==> src/rtl/mips_pkg.sv <==
// Shared types for the MIPS memory-region controller: region descriptor, default map, FSM states.
package mips_pkg;

  localparam int unsigned MEM_ADDR_W = 32;
  localparam int unsigned MEM_WAIT_W = 4;

  typedef struct packed {
    logic [MEM_ADDR_W-1:0] base;
    logic [MEM_ADDR_W-1:0] limit;
    logic [MEM_WAIT_W-1:0] wait_cycles;
    logic                  top_rel;
    logic [MEM_ADDR_W-1:0] top_offset;
  } mem_region_t;

  typedef enum logic [1:0] {
    ST_IDLE   = 2'd0,
    ST_ACCESS = 2'd1,
    ST_RESP   = 2'd2,
    ST_ERR    = 2'd3
  } mem_ctrl_state_e;

  localparam mem_region_t MEM_RGN_TEXT = '{
    base: 32'h0040_0000, limit: 32'h004F_FFFF, wait_cycles: 4'd0,
    top_rel: 1'b0, top_offset: 32'h0000_0000};
  localparam mem_region_t MEM_RGN_DATA = '{
    base: 32'h1001_0000, limit: 32'h1001_FFFF, wait_cycles: 4'd1,
    top_rel: 1'b0, top_offset: 32'h0000_0000};
  // Stack grows down: offsets are measured back from the top word.
  localparam mem_region_t MEM_RGN_STACK = '{
    base: 32'h7FFE_F000, limit: 32'h7FFF_EFFC, wait_cycles: 4'd0,
    top_rel: 1'b1, top_offset: 32'h0000_FFFC};
  localparam mem_region_t MEM_RGN_MMIO = '{
    base: 32'hFFFF_0000, limit: 32'hFFFF_FFFF, wait_cycles: 4'd2,
    top_rel: 1'b0, top_offset: 32'h0000_0000};

  // Index 0 is the least-significant element.
  localparam mem_region_t [3:0] MEM_REGION_MAP_DEFAULT =
    {MEM_RGN_MMIO, MEM_RGN_STACK, MEM_RGN_DATA, MEM_RGN_TEXT};

endpackage

==> src/rtl/mips_mem_region_dec.sv <==
// Combinational region decoder: lowest-index hit wins, produces one-hot hit and local offset.
module mips_mem_region_dec
  import mips_pkg::*;
#(
  parameter int unsigned NUM_REGIONS = 4,
  parameter int unsigned ADDR_W      = 32,
  parameter mem_region_t [NUM_REGIONS-1:0] REGION_MAP = MEM_REGION_MAP_DEFAULT
) (
  input  logic [ADDR_W-1:0]      addr,
  output logic [NUM_REGIONS-1:0] hit_c,
  output logic [ADDR_W-1:0]      offset_c
);

  logic found;

  always_comb begin
    hit_c    = '0;
    offset_c = '0;
    found    = 1'b0;
    for (int i = 0; i < NUM_REGIONS; i++) begin
      if (!found &&
          addr >= ADDR_W'(REGION_MAP[i].base) &&
          addr <= ADDR_W'(REGION_MAP[i].limit)) begin
        found    = 1'b1;
        hit_c[i] = 1'b1;
        if (REGION_MAP[i].top_rel)
          offset_c = addr - ADDR_W'(REGION_MAP[i].limit) + ADDR_W'(REGION_MAP[i].top_offset);
        else
          offset_c = addr - ADDR_W'(REGION_MAP[i].base);
      end
    end
  end

endmodule

==> src/rtl/mips_mem_region_ctrl.sv <==
// Sequential data-bus region controller: one request in flight, per-region wait states.
// Optional fault log enabled by defining MEM_CTRL_ERR_LOG_EN.
module mips_mem_region_ctrl
  import mips_pkg::*;
#(
  parameter int unsigned NUM_REGIONS = 4,
  parameter int unsigned ADDR_W      = 32,
  parameter int unsigned DATA_W      = 32,
  parameter int unsigned WAIT_W      = 4,
  parameter mem_region_t [NUM_REGIONS-1:0] REGION_MAP = MEM_REGION_MAP_DEFAULT
) (
  input  logic                          clk,
  input  logic                          rst,
  input  logic                          req_val,
  output logic                          req_rdy,
  input  logic                          req_wr,
  input  logic [ADDR_W-1:0]             req_addr,
  input  logic [DATA_W-1:0]             req_wdata,
  output logic                          rsp_val,
  input  logic                          rsp_rdy,
  output logic [DATA_W-1:0]             rsp_rdata,
  output logic                          rsp_err,
  output logic [NUM_REGIONS-1:0]        rgn_sel,
  output logic                          rgn_rd,
  output logic                          rgn_wr,
  output logic [ADDR_W-1:0]             rgn_addr,
  output logic [DATA_W-1:0]             rgn_wdata,
`ifdef MEM_CTRL_ERR_LOG_EN
  input  logic                          err_clr,
  output logic [ADDR_W-1:0]             err_addr,
  output logic                          err_wr,
  output logic [7:0]                    err_cnt,
`endif
  input  logic [NUM_REGIONS*DATA_W-1:0] rgn_rdata
);

  mem_ctrl_state_e         state_q, state_d;
  logic [WAIT_W-1:0]       wcnt_q, wcnt_d;
  logic                    wr_q, wr_d;
  logic                    req_rdy_q, req_rdy_d;
  logic                    rsp_val_q, rsp_val_d;
  logic                    rsp_err_q, rsp_err_d;
  logic [DATA_W-1:0]       rsp_rdata_q, rsp_rdata_d;
  logic [NUM_REGIONS-1:0]  rgn_sel_q, rgn_sel_d;
  logic                    rgn_rd_q, rgn_rd_d;
  logic                    rgn_wr_q, rgn_wr_d;
  logic [ADDR_W-1:0]       rgn_addr_q, rgn_addr_d;
  logic [DATA_W-1:0]       rgn_wdata_q, rgn_wdata_d;

  logic [NUM_REGIONS-1:0]  dec_hit_c;
  logic [ADDR_W-1:0]       dec_offset_c;
  logic [WAIT_W-1:0]       hit_wait_c;
  logic [DATA_W-1:0]       sel_rdata_c;
  logic                    accept_c;

  mips_mem_region_dec #(
    .NUM_REGIONS (NUM_REGIONS),
    .ADDR_W      (ADDR_W),
    .REGION_MAP  (REGION_MAP)
  ) u_dec (
    .addr     (req_addr),
    .hit_c    (dec_hit_c),
    .offset_c (dec_offset_c)
  );

  assign accept_c = req_val & req_rdy_q;

  // Wait count of the hit region and read data of the held region (both one-hot muxes).
  always_comb begin
    hit_wait_c  = '0;
    sel_rdata_c = '0;
    for (int i = 0; i < NUM_REGIONS; i++) begin
      if (dec_hit_c[i]) hit_wait_c  = hit_wait_c | WAIT_W'(REGION_MAP[i].wait_cycles);
      if (rgn_sel_q[i]) sel_rdata_c = sel_rdata_c | rgn_rdata[i*DATA_W +: DATA_W];
    end
  end

  always_ff @(posedge clk or posedge rst) begin
    if (rst) begin
      state_q     <= ST_IDLE;
      wcnt_q      <= '0;
      wr_q        <= 1'b0;
      req_rdy_q   <= 1'b1;
      rsp_val_q   <= 1'b0;
      rsp_err_q   <= 1'b0;
      rsp_rdata_q <= '0;
      rgn_sel_q   <= '0;
      rgn_rd_q    <= 1'b0;
      rgn_wr_q    <= 1'b0;
      rgn_addr_q  <= '0;
      rgn_wdata_q <= '0;
    end else begin
      state_q     <= state_d;
      wcnt_q      <= wcnt_d;
      wr_q        <= wr_d;
      req_rdy_q   <= req_rdy_d;
      rsp_val_q   <= rsp_val_d;
      rsp_err_q   <= rsp_err_d;
      rsp_rdata_q <= rsp_rdata_d;
      rgn_sel_q   <= rgn_sel_d;
      rgn_rd_q    <= rgn_rd_d;
      rgn_wr_q    <= rgn_wr_d;
      rgn_addr_q  <= rgn_addr_d;
      rgn_wdata_q <= rgn_wdata_d;
    end
  end

  // Outputs are computed for the state being entered so that every port is a flop.
  always_comb begin
    state_d     = state_q;
    wcnt_d      = wcnt_q;
    wr_d        = wr_q;
    rsp_rdata_d = rsp_rdata_q;
    rgn_sel_d   = rgn_sel_q;
    rgn_addr_d  = rgn_addr_q;
    rgn_wdata_d = rgn_wdata_q;

    case (state_q)
      ST_IDLE: begin
        if (accept_c) begin
          wr_d        = req_wr;
          rsp_rdata_d = '0;
          if (|dec_hit_c) begin
            state_d     = ST_ACCESS;
            wcnt_d      = hit_wait_c;
            rgn_sel_d   = dec_hit_c;
            rgn_addr_d  = dec_offset_c;
            rgn_wdata_d = req_wdata;
          end else begin
            state_d = ST_ERR;
          end
        end
      end
      ST_ACCESS: begin
        if (wcnt_q != '0) begin
          wcnt_d = wcnt_q - WAIT_W'(1);
        end else begin
          state_d     = ST_RESP;
          rsp_rdata_d = wr_q ? '0 : sel_rdata_c;
          rgn_sel_d   = '0;
          rgn_addr_d  = '0;
          rgn_wdata_d = '0;
        end
      end
      ST_RESP, ST_ERR: begin
        if (rsp_rdy) begin
          state_d     = ST_IDLE;
          rsp_rdata_d = '0;
        end
      end
      default: state_d = ST_IDLE;
    endcase

    req_rdy_d = (state_d == ST_IDLE);
    rsp_val_d = (state_d == ST_RESP) || (state_d == ST_ERR);
    rsp_err_d = (state_d == ST_ERR);
    rgn_rd_d  = (state_d == ST_ACCESS) && (wcnt_d == '0) && !wr_d;
    rgn_wr_d  = (state_d == ST_ACCESS) && (wcnt_d == '0) && wr_d;
  end

  assign req_rdy   = req_rdy_q;
  assign rsp_val   = rsp_val_q;
  assign rsp_err   = rsp_err_q;
  assign rsp_rdata = rsp_rdata_q;
  assign rgn_sel   = rgn_sel_q;
  assign rgn_rd    = rgn_rd_q;
  assign rgn_wr    = rgn_wr_q;
  assign rgn_addr  = rgn_addr_q;
  assign rgn_wdata = rgn_wdata_q;

`ifdef MEM_CTRL_ERR_LOG_EN
  logic [ADDR_W-1:0] err_addr_q, err_addr_d;
  logic              err_wr_q, err_wr_d;
  logic [7:0]        err_cnt_q, err_cnt_d;
  logic              err_entry_c;

  assign err_entry_c = (state_q == ST_IDLE) && (state_d == ST_ERR);

  // Sticky first-fault capture with saturating count; clear beats a coincident fault.
  always_comb begin
    err_addr_d = err_addr_q;
    err_wr_d   = err_wr_q;
    err_cnt_d  = err_cnt_q;
    if (err_clr) begin
      err_addr_d = '0;
      err_wr_d   = 1'b0;
      err_cnt_d  = '0;
    end else if (err_entry_c) begin
      if (err_cnt_q == 8'd0) begin
        err_addr_d = req_addr;
        err_wr_d   = req_wr;
      end
      if (err_cnt_q != 8'hFF) err_cnt_d = err_cnt_q + 8'd1;
    end
  end

  always_ff @(posedge clk or posedge rst) begin
    if (rst) begin
      err_addr_q <= '0;
      err_wr_q   <= 1'b0;
      err_cnt_q  <= '0;
    end else begin
      err_addr_q <= err_addr_d;
      err_wr_q   <= err_wr_d;
      err_cnt_q  <= err_cnt_d;
    end
  end

  assign err_addr = err_addr_q;
  assign err_wr   = err_wr_q;
  assign err_cnt  = err_cnt_q;
`endif

endmodule

==> config.mk <==
export PLATFORM = sky130hd
export DESIGN_NAME = mips_mem_region_ctrl
export DESIGN_NICKNAME = d
export VERILOG_FILES = /design/src/rtl/mips_pkg.sv /design/src/rtl/mips_mem_region_dec.sv /design/src/rtl/mips_mem_region_ctrl.sv
export SDC_FILE = /design/constraint.sdc
export NUM_CORES = 1
export LEC_CHECK = 0
export CAP_MARGIN = 0
export CORE_ASPECT_RATIO = 0.7
export CORE_UTILIZATION = 35
export CTS_CLUSTER_SIZE = 14
export DETAILED_ROUTE_END_ITERATION = 6
export DONT_BUFFER_PORTS = 1
export PLACE_DENSITY = 0.49
export SLEW_MARGIN = 40
export SYNTH_ARGS = -nofsm -noshare
export SYNTH_HDL_FRONTEND = slang
export SYNTH_SLANG_ARGS = --single-unit
==> constraint.sdc <==
create_clock -name clk -period 6.2 [get_ports clk]
set_input_delay 1.24 -clock clk [delete_from_list [all_inputs] [get_ports clk]]
set_output_delay 1.24 -clock clk [all_outputs]
set_load 0.1 [all_outputs]
## Word-level counts from Yosys, hierarchy flattened

Index checks and enable logic that the tools add are counted.

| cells by class | value |
|---|---|
| $add $sub $neg | 6 |
| order comparisons | 8 |
| equal/unequal tests | 10 |
| multiplexer cells | 43 |
| bitwise operators | 4 |
| reductions and logical operators | 24 |

Operator list:

| cell | number |
|---|---|
| two-way mux 32 bit | 17 |
| one-hot mux 32 bit (2 select lines) | 2 |
| OR 32 bit | 3 |
| one-hot mux 32 bit (3 select lines) | 1 |
| adder 32 x 16 -> 32 bit (second input constant) | 1 |
| >= comparator 32 x 23 -> 1 bit (second input constant) | 1 |
| >= comparator 32 x 29 -> 1 bit (second input constant) | 1 |
| >= comparator 32 x 31 -> 1 bit (second input constant) | 1 |
| >= comparator 32 bit (second input constant) | 1 |
| <= comparator 32 x 23 -> 1 bit (second input constant) | 1 |
| <= comparator 32 x 29 -> 1 bit (second input constant) | 1 |
| <= comparator 32 x 31 -> 1 bit (second input constant) | 1 |
| <= comparator 32 bit (second input constant) | 1 |
| subtractor 32 x 23 -> 32 bit (second input constant) | 1 |
| subtractor 32 x 29 -> 32 bit (second input constant) | 1 |
| subtractor 32 x 31 -> 32 bit (second input constant) | 1 |
| subtractor 32 bit (second input constant) | 1 |
| two-way mux 4 bit | 6 |
| one-hot mux 4 bit (2 select lines) | 2 |
| logical AND 1 bit | 10 |
| two-way mux 2 bit | 5 |
| two-way mux 1 bit | 9 |
| == test 2 bit (second input constant) | 4 |
| inequality test 2 bit (second input constant) | 4 |
| 14 further kinds | 19 |

| word-level totals | value |
|---|---|
| register bits | 112 |
| output and inout bits | 105 |

## Longest topological paths before layout

Gate-level depths: netlist of the first run.

| logic depth | value |
|---|---|
| depth in word-level cells | 22 |
| mapped depth | 12 |

## By module

A second synthesis of the first run with hierarchy kept.

| unflattened totals | value |
|---|---|
| cell total of the unflattened synthesis | 644 |
| area, all modules | 6708.9 um^2 |

Modules (own cells, without submodules):

| module | instances | cells each | area each (um^2) | seq. area each (um^2) |
|---|---|---|---|---|
| mips_mem_region_ctrl | 1 | 470 | 5571.6 | 2778.9 |
| mips_mem_region_dec | 1 | 174 | 1137.3 | 0.0 |

## Worst setup path after synthesis of the first run

Ideal clock, no wire load.

| timing | value |
|---|---|
| path type | input to register |
| start point | input req_addr[18] |
| end point | register rgn_addr_q[20], in the netlist rgn_addr[20] |
| arrival time | 3521 ps |
| slack | 2551 ps |
| stages on the path | 10 |
| cell sequence | buf_6 -> or4_4 -> o21ai_1 -> a31oi_1 -> or4b_1 -> buf_2 -> nand4_2 -> and2_4 -> buf_8 -> mux2_1 |

| between the ends | value |
|---|---|
| word-level cells in the longest chain between the ends | 18 |
| elaborated cells between the ends (all ways) | 39 |
| those cells by class | add/sub: 5; order compare: 8; eq/ne: 1; mux: 13; reduce/logical: 12 |

RTL lines:

| what | line | text |
|---|---|---|
| start: declaration | mips_mem_region_ctrl.sv:17 | `input logic [ADDR_W-1:0] req_addr,` |
| branches (longest 18 deep; another with subtractor 32 x 31 -> 32 bit) | -- |  |
| end signal: assignment | mips_mem_region_ctrl.sv:103 | `rgn_addr_q <= rgn_addr_d;` |
| end: declaration | mips_mem_region_ctrl.sv:47 | `logic [ADDR_W-1:0] rgn_addr_q, rgn_addr_d;` |

Several ways; the timed one is not identified. The select of a mux whose other input is x is not followed.
A chain may end at the register's enable or synchronous reset.

## Worst setup path after layout of the first run

| timing | value |
|---|---|
| start point | input req_addr[12] |
| end point | register rgn_addr_q[20], in the netlist rgn_addr[20] |

Same word-level chain as after synthesis.

==> flow_summary.yaml, run 1 <==
global_route:
  grt_pass1_vias: 4881
  grt-ovfl-total: 0
  grt_max_degree: 71
  antenna_found_initial: 0
  grt_first_pass_wirelength_mm: 28.2
  grtUsageTotal_pct: 19.8
logic_synthesis:
  synth_nets: 865
  yosysUniqueCellTypes: 69
  synth_common_cells: "dfrtp_1, nand2_1, a22o_1"
  synth.avg_cell_area_um2: 9.71
  synth_top_cell_area_share_pct: 43.3
  synth.largest_area_cell: "dfrtp_1"
  async_flop_share_pct: 100
  yosys_warnings: 0
  synth-seq-cells: 111
  synth.most_common_cell: "dfrtp_1"
  synthFlopType: "dfrtp_1"
  synth_edf_count: 0
  synthTopCellsByArea: "dfrtp_1, a22o_1, nand2_1"
  yosysSeqAreaShare_pct: 43.7
  mappedNetlistArea_um2: 6360
  syn_inst: 655
clock_tree:
  cts_buffers: 9
  clockRootBuffer: "clkbuf_16"
  clkSlewWorstSetupHoldPaths_ps: 70
  hold_buffers: 0
  cts.repair.resized: 0
  cts_setup_buffers: 0
  clkLatencyLatePin_ps: 350
  clkSinkCount: 111
  clockBufferDepth: 2
  htree_levels: 3
  cts_tree: "built"
place:
  dpl.hpwl_mm: 14.2
  port-buffer-count: 0
  post_dp_cell_area_um2: 6620
  gp_congestion: 0.884
floorplanning:
  io_pins: 302
  core-area_um2: 17500
  die_w_um: 163
  start_util_pct: 36.4
  fp.dieH_um: 115
  fp.dieArea_um2: 18700
  core.rowCount: 40
cells_and_area:
  nFillCells: 1722
  stdcell_area_um2: 6930
  n_antenna_cell: 0
  num-nets-final: 838
  multi_input_area_um2: 3140
  synthToLayoutAreaGrowth_pct: 9.03
  ff_latch_area_um2: 2910
  drive_above_1_share_pct: 22.0
setup_path:
  path_max_fanout: 36
  required_ps: 6440
  r2r-start: "req_rdy"
  start_kind: "primary input"
  rrSetupSlack_ps: 3310
  crit_type: "in -> reg"
  critPathCapture: "rgn_addr[20]"
  rr_endpoint: "rgn_addr[28]"
  crit_start: "req_addr[12]"
  worstSetupEndpointType: "flop"
  arrival_ps: 4360
  ff2ff_path_depth: 6
sta:
  finalSetupViolCount: 0
  rsz0062_at_grt: "false"
  finalCritPeriodShare_pct: 66.5
  hold_violations: 0
  slew_headroom_pct: 40.5
  slew_viol_final: 0
  max_freq_mhz: 243
  final.min_clock_period_ps: 4120
  worst_pin_slew_ps: 893
  tns_ps: 0
  skew_ps: 9.12
routing:
  wl_per_cell_um: 22.1
  route.met3.wl_mm: 1.65
  drt_iter0_markers: 448
  antenna_violating_nets_post_route: 0
  drc: 0
  wl_met2_mm: 8.76
  routed_via_density: 6.07
  top_layer: "met4"
  vias: 5246
  met1_length_mm: 8.44
  routed_wl_mm: 19.1
  drt_pass1_iterations: 5
run:
  max-cap-violations: 0
min_path:
  min_path_type: "reg -> reg"
run_status:
  outcome: "complete, no violations"
power_and_ir_drop:
  p_per_area_nw_per_um2: 428
  vdd_drop_max_uv: 414
  leakagePower_nw: 2.76
layout make-up:
class	instances	area share [%]
Sequential cell	111	42.0
Multi-Input combinational cell	445	45.2
Clock inverter	6	0.902
Tap cell	231	4.17
Clock buffer	10	3.30
Inverter	50	2.78
Timing Repair Buffer	11	1.61
worst min-delay path by stage:
| stage | startpoint | cells past startpoint | endpoint |
|---|---|---|---|
| after floorplan | wr_q | 2 | wr_q |
| after global placement | wr_q | 2 | wr_q |
| after detailed placement | wr_q | 2 | wr_q |
| after CTS | wr_q | 2 | wr_q |
| after global routing | wr_q | 2 | wr_q |
| final | wr_q | 2 | wr_q |
power breakdown:
part           switching, W  total [W]  internal [W]
sequential         0.000856    0.00171      0.000859
combinational      0.000447   0.000679      0.000231
clock              0.000291   0.000576      0.000285
through the flow:
| step | setup WS, ps | power [W] | hold WS [ps] | utilization (%) | std cells |
|---|---|---|---|---|---|
| after floorplan | 2030 | 0.00222 | 477 | - | 655 |
| after global placement | 1780 | 0.00234 | 535 | 36.9 | 843 |
| after detailed placement | 1720 | 0.00241 | 540 | 37.9 | 848 |
| after CTS | 2100 | 0.00301 | 558 | 39.5 | 864 |
| after global routing | 1910 | 0.00313 | 616 | 39.7 | 864 |
| final | 2080 | 0.00297 | 540 | 39.7 | 864 |
critical path, stage by stage:
cell and delay, ps:
ha_1 180, nand3_1 180, o41ai_1 500, a31oi_1 130
or4b_1 890, nand4_2 270, and2_4 560, mux2_1 370
routing by layer:
layer / vias up / global-route usage, %
met2: 265 / 30.8
met3: 20 / 5.88
met1: 2561 / 27.1
met4: 0 / 4.86
met5: - / 0
li1: 2400 / -
state kept, by name, indices dropped and copies added (netlist names), 4 cells and up:
| name | flops |
|---|---|
| wcnt_q | 4 |
| rsp_rdata | 32 |
| rgn_sel | 4 |
| rgn_addr | 32 |
| rgn_wdata | 32 |
cells in the final DEF, fill, tap and decap left out, drive strengths merged, types with 5 or more instances in the layout:
cell and instances:
dfrtp 110, nand2 89, inv 54, a22o 51, o31ai 36, mux2i 33, a221oi 33, nor2 18
o21ai 17, nor4 16, nand3 15, nand4 14, ha 13, a21o 11, buf 11, clkbuf 10
a21oi 8, a31oi 7, and4 6, nor3 6, nand2b 5, o2bb2ai 5, or4 5
cell families (layout without fill, tap and decap cells):
| group | count (synthesis) | after routing | share of synthesized area [%] |
|---|---|---|---|
| compound gates | 197 | 197 | 24.6 |
| flops | 111 | 111 | 43.7 |
| simple gates | 198 | 198 | 16.1 |
| xor+xnor | 2 | 2 | 0.276 |
| buf+inv | 99 | 77 | 7.16 |
| fa+ha+maj | 13 | 13 | 2.56 |
| mux | 35 | 35 | 5.55 |
Note: power is estimated with default switching activity, not from simulation.
==> run 2: changes to the inputs <==
--- a/config.mk
+++ b/config.mk
@@ -11,7 +11,7 @@
 export CTS_CLUSTER_SIZE = 14
 export DETAILED_ROUTE_END_ITERATION = 6
 export DONT_BUFFER_PORTS = 1
-export PLACE_DENSITY = 0.49
+export PLACE_DENSITY = 0.51
 export SLEW_MARGIN = 40
 export SYNTH_ARGS = -nofsm -noshare
 export SYNTH_HDL_FRONTEND = slang
==> constraint.sdc (replaced) <==
create_clock -name clk -period 3.75 [get_ports clk]
set_input_delay 0.75 -clock clk [delete_from_list [all_inputs] [get_ports clk]]
set_output_delay 0.75 -clock clk [all_outputs]
set_load 0.1 [all_outputs]
==> run 2 against run 1 <==
Die area unchanged. Count of clock-buffer cells in the layout unchanged. Cell count is 0.93% higher. First-iteration DRC count rose by 15%. Power is 65% higher. Register-to-register slack lost 2500 ps. Routed wire length grew 3.4%. Design area up 1.0%. Worst setup slack worse by 1700 ps. Non-clock buffer count rose by 8. Sequential power up 68%. Largest cell class unchanged. Highest routed layer unchanged.
==> flow_summary.yaml, run 2 (same netlist as run 1, synthesis figures left out) <==
global_route:
  grtUsageTotal_pct: 20.5
  grt_first_pass_wirelength_mm: 29.3
  grt_max_degree: 65
  grt_pass1_vias: 5057
  grt-ovfl-total: 0
  antenna_found_initial: 0
sta:
  finalCritPeriodShare_pct: 90.0
  slew_viol_final: 0
  rsz0062_at_grt: "false"
  final.min_clock_period_ps: 3380
  hold_violations: 0
  worst_pin_slew_ps: 897
  tns_ps: 0
  max_freq_mhz: 296
  skew_ps: 8.03
  finalSetupViolCount: 0
  whs_ps: 344
  slew_headroom_pct: 40.2
setup_path:
  start_kind: "primary input"
  crit_buf_inv: 1
  slowest_stage: "or4b_1"
  path_cells: "ha_1 > nand3_1 > o41ai_1 > a31oi_1 > or4b_1 > buf_4 > a31oi_1 > and4b_1 > a21o_1"
  slowest_delay_ps: 640
  required_ps: 4040
  crit_path_frequent_cell: "a31oi_1"
  crit_family: "compound AO/OA/AOI/OAI gates"
  crit_type: "in -> reg"
  path_max_fanout: 14
  worstSetupEndpointType: "flop"
  arrival_ps: 3670
power_and_ir_drop:
  leakagePower_nw: 2.80
  combPwrFrac_pct: 22.2
  p_int_w: 0.00226
  seq_power_share_pct: 58.7
  p_per_area_nw_per_um2: 701
  sw_frac_of_total_pct: 53.9
  clkPwrFrac_pct: 19.1
  vdd_drop_max_uv: 560
  power.switching_w: 0.00265
floorplanning:
  start_util_pct: 36.4
  core-area_um2: 17500
  io_pins: 302
  fp.dieH_um: 115
  die_w_um: 163
  core.rowCount: 40
  fp.dieArea_um2: 18700
cells_and_area:
  n_antenna_cell: 0
  layout_common_cells: "dfrtp_2, nand2_1, a22o_1, inv_1, o31ai_1"
  multi_input_area_um2: 3140
  drive_above_1_share_pct: 23.2
  nFillCells: 1715
  num-nets-final: 846
  mostFrequentLayoutCell: "dfrtp_2"
  synthToLayoutAreaGrowth_pct: 10.2
  ff_latch_area_um2: 2910
clock_tree:
  cts.repair.resized: 0
  clkLatencyLatePin_ps: 360
  clkSlewWorstSetupHoldPaths_ps: 80
  cts_setup_buffers: 0
  clockBufferDepth: 2
  clockRootBuffer: "clkbuf_16"
  hold_buffers: 0
  clkSinkCount: 111
  cts_tree: "built"
  cts_buffers: 9
  htree_levels: 3
routing:
  drt_iter0_markers: 516
  drt_pass1_iterations: 5
  antenna_violating_nets_post_route: 0
  routed_wl_mm: 19.7
  routed_via_density: 6.21
  drc: 0
  wl_per_cell_um: 22.6
  vias: 5417
min_path:
  min_path_type: "in -> async"
place:
  dpl.hpwl_mm: 15.0
  port-buffer-count: 0
  gp_congestion: 0.847
run:
  max-cap-violations: 0
run_status:
  outcome: "complete, no violations"
==> run 2: changes by cell type in the layout (fill, tap and decap cells not counted), sizes merged <==
| cell | delta |
|---|---|
| clkinvlp | +2 |
| inv | -2 |
| buf | +8 |
==> run 2: cell type report <==
| class | instances | share of cell area (%) |
|---|---|---|
| Timing Repair Buffer | 19 | 2.68 |
| Multi-Input combinational cell | 445 | 44.8 |
| Inverter | 50 | 2.72 |
| Clock inverter | 6 | 0.786 |
| Sequential cell | 111 | 41.6 |
| Clock buffer | 10 | 3.27 |
| Tap cell | 231 | 4.13 |
==> run 2: final timing paths <==
| kind | from | end | slack [ps] | cells past startpoint |
|---|---|---|---|---|
| worst max-delay path | req_addr[12] | rgn_addr[30] | 370 | 9 |
| worst min-delay path | rst | rsp_rdata[26] | 340 | 1 |
| worst max register to register | req_rdy | rgn_addr[30] | 860 | 6 |
| worst min register to register | wr_q | wr_q | 550 | 2 |
| max in group asynchronous | rst | rgn_sel[1] | 2490 | 2 |
| min in group clk | rsp_rdy | req_rdy | 510 | 2 |
==> run 2: worst reg2reg max path, delay by kind of cell (launching register included) <==
kind | cells | cell delay, ps
simple gates | 4 | 1460
compound gates | 2 | 510
flops | 1 | 880
==> run 2: power by group through the flow <==
stage / combinational [W] / sequential, W / clock [W]
global route: 0.00122 / 0.00291 / 0.00102
global placement: 0.000999 / 0.00289 / 0
floorplan: 0.000829 / 0.00284 / 0
detailed placement: 0.00111 / 0.00288 / 0
finish: 0.00109 / 0.00288 / 0.000938
CTS: 0.00110 / 0.00287 / 0.000977
==> run 2: stage by stage <==
step / worst slack [ps] / utilization, % / area (um^2) / total power (W) / std cells
after floorplan: 71.0 / - / 6360 / 0.00367 / 655
after global placement: 200 / 37.3 / 6520 / 0.00389 / 852
after detailed placement: 107 / 38.3 / 6700 / 0.00399 / 856
after CTS: 478 / 40.0 / 6980 / 0.00495 / 872
after global routing: 330 / 40.1 / 7000 / 0.00515 / 872
final: 374 / 40.1 / 7000 / 0.00491 / 872
==> run 2: routing by layer <==
| metal | GRT usage, % | routed length, um |
|---|---|---|
| met5 | 0 | 0 |
| met4 | 4.17 | 179 |
| met3 | 5.41 | 1720 |
| met2 | 32.9 | 9190 |
| met1 | 27.9 | 8660 |
